<file path="config.mk">
export PLATFORM = sky130hd
export DESIGN_NAME = song_sequencer
export DESIGN_NICKNAME = d
export VERILOG_FILES = /design/src/rtl/song_seq_pkg.sv /design/src/rtl/song_seq_beat_timer.sv /design/src/rtl/song_sequencer.sv
export SDC_FILE = /design/constraint.sdc
export NUM_CORES = 1
export LEC_CHECK = 0
export ABC_CLOCK_PERIOD_IN_PS = 4800
export CAP_MARGIN = 10
export CORE_MARGIN = 5
export CORE_UTILIZATION = 53
export CTS_BUF_LIST = sky130_fd_sc_hd__clkbuf_4 sky130_fd_sc_hd__clkbuf_8 sky130_fd_sc_hd__clkbuf_16
export CTS_CLUSTER_SIZE = 16
export DETAILED_ROUTE_END_ITERATION = 16
export PLACE_DENSITY = 0.85
export SLEW_MARGIN = 10
export SYNTH_ARGS = -nofsm -noshare
export SYNTH_HDL_FRONTEND = slang
export SYNTH_SLANG_ARGS = --single-unit
</file>
<file path="constraint.sdc">
create_clock -name clk -period 4.8 [get_ports clk]
set_input_delay 0.72 -clock clk [delete_from_list [all_inputs] [get_ports clk]]
set_output_delay 0.72 -clock clk [all_outputs]
set_load 0.02 [all_outputs]
</file>
<file path="src/rtl/song_seq_pkg.sv">
// Shared definitions for the song sequencer: default sizes and FSM state encoding.
package song_seq_pkg;

   localparam int DEFAULT_NUM_SONGS = 4;
   localparam int DEFAULT_SONG_W    = 2;
   localparam int DEFAULT_DUR_W     = 6;
   localparam int DEFAULT_FETCH_CYC = 2;

   typedef enum logic [2:0] {
      S_IDLE,
      S_RST,
      S_KICK,
      S_FETCH,
      S_TIMING,
      S_END
   } state_t;

endpackage

</file>
<file path="src/rtl/song_seq_beat_timer.sv">
// Loadable beat down-counter for note durations; zero flags that the note has expired.
module beat_timer
   import song_seq_pkg::*;
#(
   parameter int WIDTH = DEFAULT_DUR_W
) (
   input  logic             clk,
   input  logic             reset_n,
   input  logic             load,
   input  logic             en,
   input  logic [WIDTH-1:0] value,
   output logic             zero
);

   logic [WIDTH-1:0] count;

   // A reload wins over a coincident beat, so that beat is never counted.
   always_ff @(posedge clk or negedge reset_n) begin
      if (!reset_n) begin
         count <= '0;
      end else if (load) begin
         count <= value;
      end else if (en && (count != '0)) begin
         count <= count - 1'b1;
      end
   end

   assign zero = (count == '0);

endmodule

</file>
<file path="src/rtl/song_sequencer.sv">
// Song sequencing controller: selection, play/pause and beat-timed note advance.
// Optional macro SONG_SEQ_AUTO_ADVANCE_EN turns end-of-song into continuous playlist playback.
module song_sequencer
   import song_seq_pkg::*;
#(
   parameter int NUM_SONGS = DEFAULT_NUM_SONGS,
   parameter int SONG_W    = DEFAULT_SONG_W,
   parameter int DUR_W     = DEFAULT_DUR_W,
   parameter int FETCH_CYC = DEFAULT_FETCH_CYC
) (
   input  logic              clk,
   input  logic              reset_n,
   input  logic              play_button,
   input  logic              next_button,
   input  logic              beat,
   input  logic [DUR_W-1:0]  duration,
   input  logic              song_done,
   output logic              play,
   output logic [SONG_W-1:0] song,
   output logic              reader_reset,
   output logic              note_done,
   output logic              note_start,
   output logic              playing
);

   localparam int FW = (FETCH_CYC > 2) ? $clog2(FETCH_CYC) : 1;

   state_t            state, state_nxt;
   logic              play_r, play_r_nxt;
   logic [SONG_W-1:0] song_nxt, song_inc;
   logic [FW-1:0]     fetch_cnt, fetch_cnt_nxt;
   logic              timer_load, timer_en, timer_zero;
   logic              note_done_nxt, note_start_nxt;
   logic              run_state, kick_nxt;

   beat_timer #(.WIDTH(DUR_W)) u_timer (
      .clk     (clk),
      .reset_n (reset_n),
      .load    (timer_load),
      .en      (timer_en),
      .value   (duration),
      .zero    (timer_zero)
   );

   assign song_inc = (song == SONG_W'(NUM_SONGS - 1)) ? '0 : song + 1'b1;
   assign timer_en = (state == S_TIMING) && play_r && beat;

   // fetch_cnt measures cycles since the note_done pulse; the kick pulse is issued
   // in S_KICK itself, so the count starts at 1 when S_FETCH is entered from there.
   always_comb begin
      state_nxt      = state;
      play_r_nxt     = play_r;
      song_nxt       = song;
      fetch_cnt_nxt  = fetch_cnt;
      timer_load     = 1'b0;
      note_done_nxt  = 1'b0;
      note_start_nxt = 1'b0;

      if (play_button && (state != S_IDLE) && (state != S_END)) begin
         play_r_nxt = !play_r;
      end

      case (state)
         S_IDLE: begin
            if (next_button) begin
               song_nxt = song_inc;
            end
            if (play_button) begin
               play_r_nxt = 1'b1;
               state_nxt  = S_RST;
            end
         end
         S_RST: begin
            state_nxt = S_KICK;
         end
         S_KICK: begin
            if (play_r) begin
               state_nxt     = S_FETCH;
               fetch_cnt_nxt = FW'(1);
            end
         end
         S_FETCH: begin
            if (fetch_cnt == FW'(FETCH_CYC - 1)) begin
               if (song_done) begin
                  state_nxt = S_END;
`ifndef SONG_SEQ_AUTO_ADVANCE_EN
                  if (!next_button) begin
                     play_r_nxt = 1'b0;
                  end
`endif
               end else begin
                  timer_load     = 1'b1;
                  note_start_nxt = 1'b1;
                  state_nxt      = S_TIMING;
               end
            end else begin
               fetch_cnt_nxt = fetch_cnt + 1'b1;
            end
         end
         S_TIMING: begin
            if (play_r && timer_zero) begin
               note_done_nxt = 1'b1;
               fetch_cnt_nxt = '0;
               state_nxt     = S_FETCH;
            end
         end
         S_END: begin
`ifdef SONG_SEQ_AUTO_ADVANCE_EN
            if (play_r) begin
               song_nxt  = song_inc;
               state_nxt = S_RST;
            end
`endif
            if (play_button) begin
               play_r_nxt = 1'b1;
               song_nxt   = song;
               state_nxt  = S_RST;
            end
         end
         default: begin
            state_nxt = S_IDLE;
         end
      endcase

      // A song change abandons whatever note is in flight.
      if (next_button && (state != S_IDLE)) begin
         song_nxt       = song_inc;
         state_nxt      = S_RST;
         timer_load     = 1'b0;
         note_done_nxt  = 1'b0;
         note_start_nxt = 1'b0;
      end
   end

   assign run_state = (state_nxt == S_KICK) || (state_nxt == S_FETCH) || (state_nxt == S_TIMING);
   assign kick_nxt  = (state_nxt == S_KICK) && play_r_nxt;

   always_ff @(posedge clk or negedge reset_n) begin
      if (!reset_n) begin
         state        <= S_IDLE;
         play_r       <= 1'b0;
         song         <= '0;
         fetch_cnt    <= '0;
         play         <= 1'b0;
         reader_reset <= 1'b0;
         note_done    <= 1'b0;
         note_start   <= 1'b0;
         playing      <= 1'b0;
      end else begin
         state        <= state_nxt;
         play_r       <= play_r_nxt;
         song         <= song_nxt;
         fetch_cnt    <= fetch_cnt_nxt;
         play         <= play_r_nxt && run_state;
         reader_reset <= (state_nxt == S_RST);
         note_done    <= note_done_nxt || kick_nxt;
         note_start   <= note_start_nxt;
         playing      <= play_r_nxt && (state_nxt != S_END);
      end
   end

endmodule

</file>
-- After elaboration in Yosys (flattened, before gate mapping)
Cells that the tools add are included.
Widths: inputs -> output; s select.
- magnitude comparators: 0
- multipliers: 0
- bitwise operators: 0
- equal/unequal tests: 14
- multiplexer cells: 30
- reductions and logical operators: 25
- add/subtract/negate cells: 3
- shifts and indexed selects: 0
- div/mod/pow operators: 0
- operators by type and width (operator ; number):
    $mux 1 ; 16
    $mux 3 ; 5
    $pmux 3 s5 ; 1
    $eq 3x2->1 const B ; 4
    $mux 6 ; 2
    $logic_and 1x1->1 ; 10
    $eq 3x3->1 const B ; 3
    $mux 2 ; 4
    $eq 3x1->1 const B ; 2
    $logic_not 6->1 ; 1
    $ne 3x3->1 const B ; 2
    $reduce_bool 2->1 ; 3
    $reduce_bool 3->1 ; 2
    $reduce_bool 6->1 ; 1
    $sub 6x1->6 const B ; 1
    $logic_not 3->1 ; 1
    $logic_or 1x1->1 ; 3
    $pmux 1 s3 ; 1
    $reduce_and 3->1 ; 1
    $add 2x1->2 const B ; 1
    $eq 2x2->1 const B ; 1
    $ne 2x1->1 const B ; 1
    $ne 2x2->1 const B ; 1
    $pmux 1 s2 ; 1
    4 further kinds ; 4
- bits in registers: 18
- memory bits (writable): 0
- latch bits: 0
- output and inout bits: 7
- memories kept: 0
- word-level logic and storage cells: 82
- ROM bits: 0
- input port bits: 12

-- Longest topological paths before layout
- depth after elaboration: 10
- mapped depth: 7
- mapped depth without buffers: 7

-- Modules after synthesis
A second synthesis with hierarchy kept.
- cell total of the unflattened synthesis: 102
- area total of the unflattened synthesis: 1036.0 um^2
- by module, submodules not included (module ; cells an instance ; times used ; seq. area each (um^2) ; area each (um^2)):
    song_sequencer ; 58 ; 1 ; 300.3 ; 640.6
    beat_timer ; 44 ; 1 ; 150.1 ; 395.4

-- Worst setup path before layout
OpenSTA, ideal clock, no wires.
- path type: flip-flop to flip-flop
- start point: register u_timer.count[0]
- end point: register fetch_cnt
- cell stages (with the launch flop): 7
- path buffers: 0
- arrival: 1.716 ns
- clock period less this slack: 1.835 ns
- setup slack: 2.965 ns
- library setup time: 0.119 ns
- required time: 4.681 ns
- path through: dfrtp_1 > inv_1 > ha_1 > or4b_1 > or4_1 > a21oi_1 > nor2_1
- cells in the longest elaborated chain, start to end: 4
- ends and longest elaborated chain (element ; line ; text):
    start: declaration ; song_seq_beat_timer.sv:15 ; logic [WIDTH-1:0] count;
    start signal: assignment ; song_seq_beat_timer.sv:22 ; count <= value;
    start signal: assignment ; song_seq_beat_timer.sv:24 ; count <= count - 1'b1;
    $logic_not 6->1 ; song_seq_beat_timer.sv:28 ; assign zero = (count == '0);
    $logic_and 1x1->1 ; song_sequencer.sv:101 ; if (play_r && timer_zero) begin
    $ne 2x1->1 (no line) ; -- ;
    $reduce_and 3->1 (no line) ; -- ;
    end signal: assignment ; song_sequencer.sv:153 ; fetch_cnt <= fetch_cnt_nxt;
    end: declaration ; song_sequencer.sv:31 ; logic [FW-1:0] fetch_cnt, fetch_cnt_nxt;
Every way passes these cells.
A chain may end at the register's enable or synchronous reset.

-- Final worst setup path
- start point: register song[0]
- end point: output song[0]
- RTL lines (element ; line ; text):
    start: declaration ; song_sequencer.sv:19 ; output logic [SONG_W-1:0] song,
    start signal: assignment ; song_sequencer.sv:152 ; song <= song_nxt;
No word-level cell between the ends.

==> impl_metrics.env <==
export IMPL_syn_to_final_growth_pct=24.18
export IMPL_power_mw=0.7053
export IMPL_worst_path_buf_inv=1
export IMPL_hold_start="song[1]"
export IMPL_crit_arrival_ns=1.30
export IMPL_r2r_slack_ns=2.78
export IMPL_rsz0062_at_grt="false"
export IMPL_syn_area_per_cell_sq_um=9.384
export IMPL_end_kind="output port"
export IMPL_setup_tns_final_ns=0
export IMPL_ys_seq_elements=18
export IMPL_drt_first_pass_iters=4
export IMPL_tritoncts="done"
export IMPL_ir_drop_uv=390.2
export IMPL_finalWirelength_microns=2031
export IMPL_dp_hpwl_microns=1535
export IMPL_synth_area_leader_cell="dfrtp_1"
export IMPL_die_area_sq_um=2756
export IMPL_crit_slowest_cell="clkdlybuf4s50_1"
export IMPL_crit_start="song[0]"
export IMPL_antenna_cells=0
export IMPL_status="finished, final reports clean"
export IMPL_ant_nets=0
export IMPL_hold_viol=0
export IMPL_ctsHoldBuffers=0
export IMPL_clk_latency_ns=0.30
export IMPL_cp_cell_sequence="clkdlybuf4s50_1"
export IMPL_yosys_warnings=0
export IMPL_antenna_found_initial=0
export IMPL_fmax_mhz=494.2
export IMPL_slew_headroom_pct=48.44
export IMPL_worst_setup_path_type="reg -> out"
export IMPL_netlist_cell_type_count=31
export IMPL_comb_power_share_pct=45.1
export IMPL_drive_above_1_share_pct=6.667
export IMPL_nets=136
export IMPL_post_cts_buffers=0
export IMPL_power_frac_seq_pct=41.5
export IMPL_path_delay_family="buffers and inverters"
export IMPL_multi_input_area_sq_um=464.2
export IMPL_synthCells=102
export IMPL_register_area_sq_um=450.4
export IMPL_viasPerCell=5.600
export IMPL_yosys_top_cells_area="dfrtp_1, o21ai_0, nand2_1"
export IMPL_grt_usage_pct=16.79
export IMPL_io_pins=19
export IMPL_die_w_microns=52.50
export IMPL_syn_cell_area_sq_um=957.2
export IMPL_crit_fanout=4
export IMPL_slew_viol_final=0
export IMPL_skew_ns=0.007907
export IMPL_p_per_area_nw_per_um2=593.3
export IMPL_fin_crit_ns=2.023
export IMPL_swShare_pct=41.31
export IMPL_syn_num_nets=117
export IMPL_required_ns=4.08
export IMPL_initial_core_util_pct=55.43
export IMPL_numCtsBuffers=3
export IMPL_drt_iter0_markers=16
export IMPL_final_cell_mix="dfrtp_1, clkdlybuf4s50_1, nand2_1"
export IMPL_start_kind="flop"
export IMPL_wl_per_cell_microns=14.01
export IMPL_root_buffer="clkbuf_4"
export IMPL_setup_viol=0
export IMPL_ys_seq_area_share_pct=47.06
export IMPL_gp_congestion=0.9611
export IMPL_grt_pass1_vias=779
export IMPL_drcViolationCount=0
export IMPL_cts_buffer_depth=2
export IMPL_grt_pass1_wl_microns=3394
export IMPL_grt_max_degree=19
export IMPL_die_h_microns=52.50
export IMPL_cts_resized_gates=0
export IMPL_gr_total_overflow=0
export IMPL_rows=15
export IMPL_cap_violations=0
export IMPL_nFillCells=140
export IMPL_htree_levels=1
export IMPL_p_leak_nw=0.5188
export IMPL_hold_class="reg -> reg"
export IMPL_clk_pin_slew_worst_paths_ns=0.10
export IMPL_reg2reg_from="u_timer.count[0]"
export IMPL_max_stage_delay_ns=0.62
export IMPL_io_buffers=18
export IMPL_p_switching_mw=0.2913
export IMPL_worst_pin_slew_ns=0.7710
export IMPL_clkSinkCount=18
export IMPL_period_share_pct=42.15
export IMPL_synth_top_area_share_pct=47.06
export IMPL_internal_power_mw=0.4139
export IMPL_clock_power_share_pct=13.4
export IMPL_core_area_sq_um=1727
export IMPL_vias=812
## sequential cells by signal (all words and copies together) (netlist names)
| register | flops |
|---|---|
| play | 1 |
| u_timer.count | 6 |
| state | 3 |
| playing | 1 |
| reader_reset | 1 |
| fetch_cnt | 1 |
| note_start | 1 |
| song | 2 |
| play_r | 1 |
| note_done | 1 |
## synthesized netlist by cell type
master	n
a41o_1	1
o211a_1	2
xnor2_1	1
nor3b_1	1
nor2_1	10
nand2b_1	1
and4bb_2	1
clkbuf_1	1
nand3_1	2
and2_1	1
o311ai_0	1
nand2_1	12
inv_1	5
nand4_1	2
o32ai_1	1
nor3_1	2
ha_1	3
nor2b_1	2
a211o_1	1
xor2_1	4
a21o_1	2
mux2_2	2
o21ai_0	9
or4_1	1
a211oi_1	2
nor4_1	2
and3b_1	1
buf_2	4
a21oi_1	6
or4b_1	1
dfrtp_1	18
## power by group through the flow
stage | Sequential, mW | Combinational, mW | Clock (mW)
2_1_floorplan | 0.287 | 0.211 | 0
3_3_place_gp | 0.288 | 0.305 | 0
3_5_place_dp | 0.295 | 0.315 | 0
4_1_cts | 0.292 | 0.317 | 0.0951
5_1_grt | 0.305 | 0.348 | 0.104
6_report | 0.293 | 0.318 | 0.0943
## layout make-up
cell class	count	area share, %
Sequential cell	18	37.89
Tap cell	25	2.632
Multi-Input combinational cell	74	39.05
Inverter	5	1.579
Timing Repair Buffer	19	15.79
Clock buffer	4	3.053
## cell families (layout without fill, tap and decap cells)
kind of cell,Yosys count,count (layout),synth area share [%]
xor gates and xnor gates,5,5,4.575
DFF,18,18,47.06
and+or+nand+nor,39,39,20.79
muxes,2,2,2.353
buffers and inverters,10,28,4.444
AOI/OAI and AO/OA,25,25,16.86
adders and majority gates,3,3,3.922
## worst paths after layout
kind	to	depth (start not counted)
min	song[1]	1
min reg2reg	song[1]	1
max	song[0]	1
max reg2reg	u_timer.count[5]	7
max in group asynchronous	play_r	1
min in group asynchronous	state[1]	1
## per-stage QoR
stage	std cells	utilization [%]	area [sq um]	hold slack, ns	setup slack (ns)
floorplan	102	-	957.2	0.4244	2.965
global placement	141	66.74	1152	0.5249	2.686
detailed placement	141	66.74	1152	0.5358	2.609
CTS	145	68.84	1189	0.5582	2.768
global route	145	68.84	1189	0.5813	2.626
finish	145	68.84	1189	0.5513	2.777
## layer usage
layer	track usage [%]	vias up	part of all wire, %
met1	21.76	385	44
met3	3.419	4	4.3
li1	-	395	-
met5	0	-	0
met2	27.48	28	50
met4	5.957	0	1.7
Power figures use the tool's default switching activity.
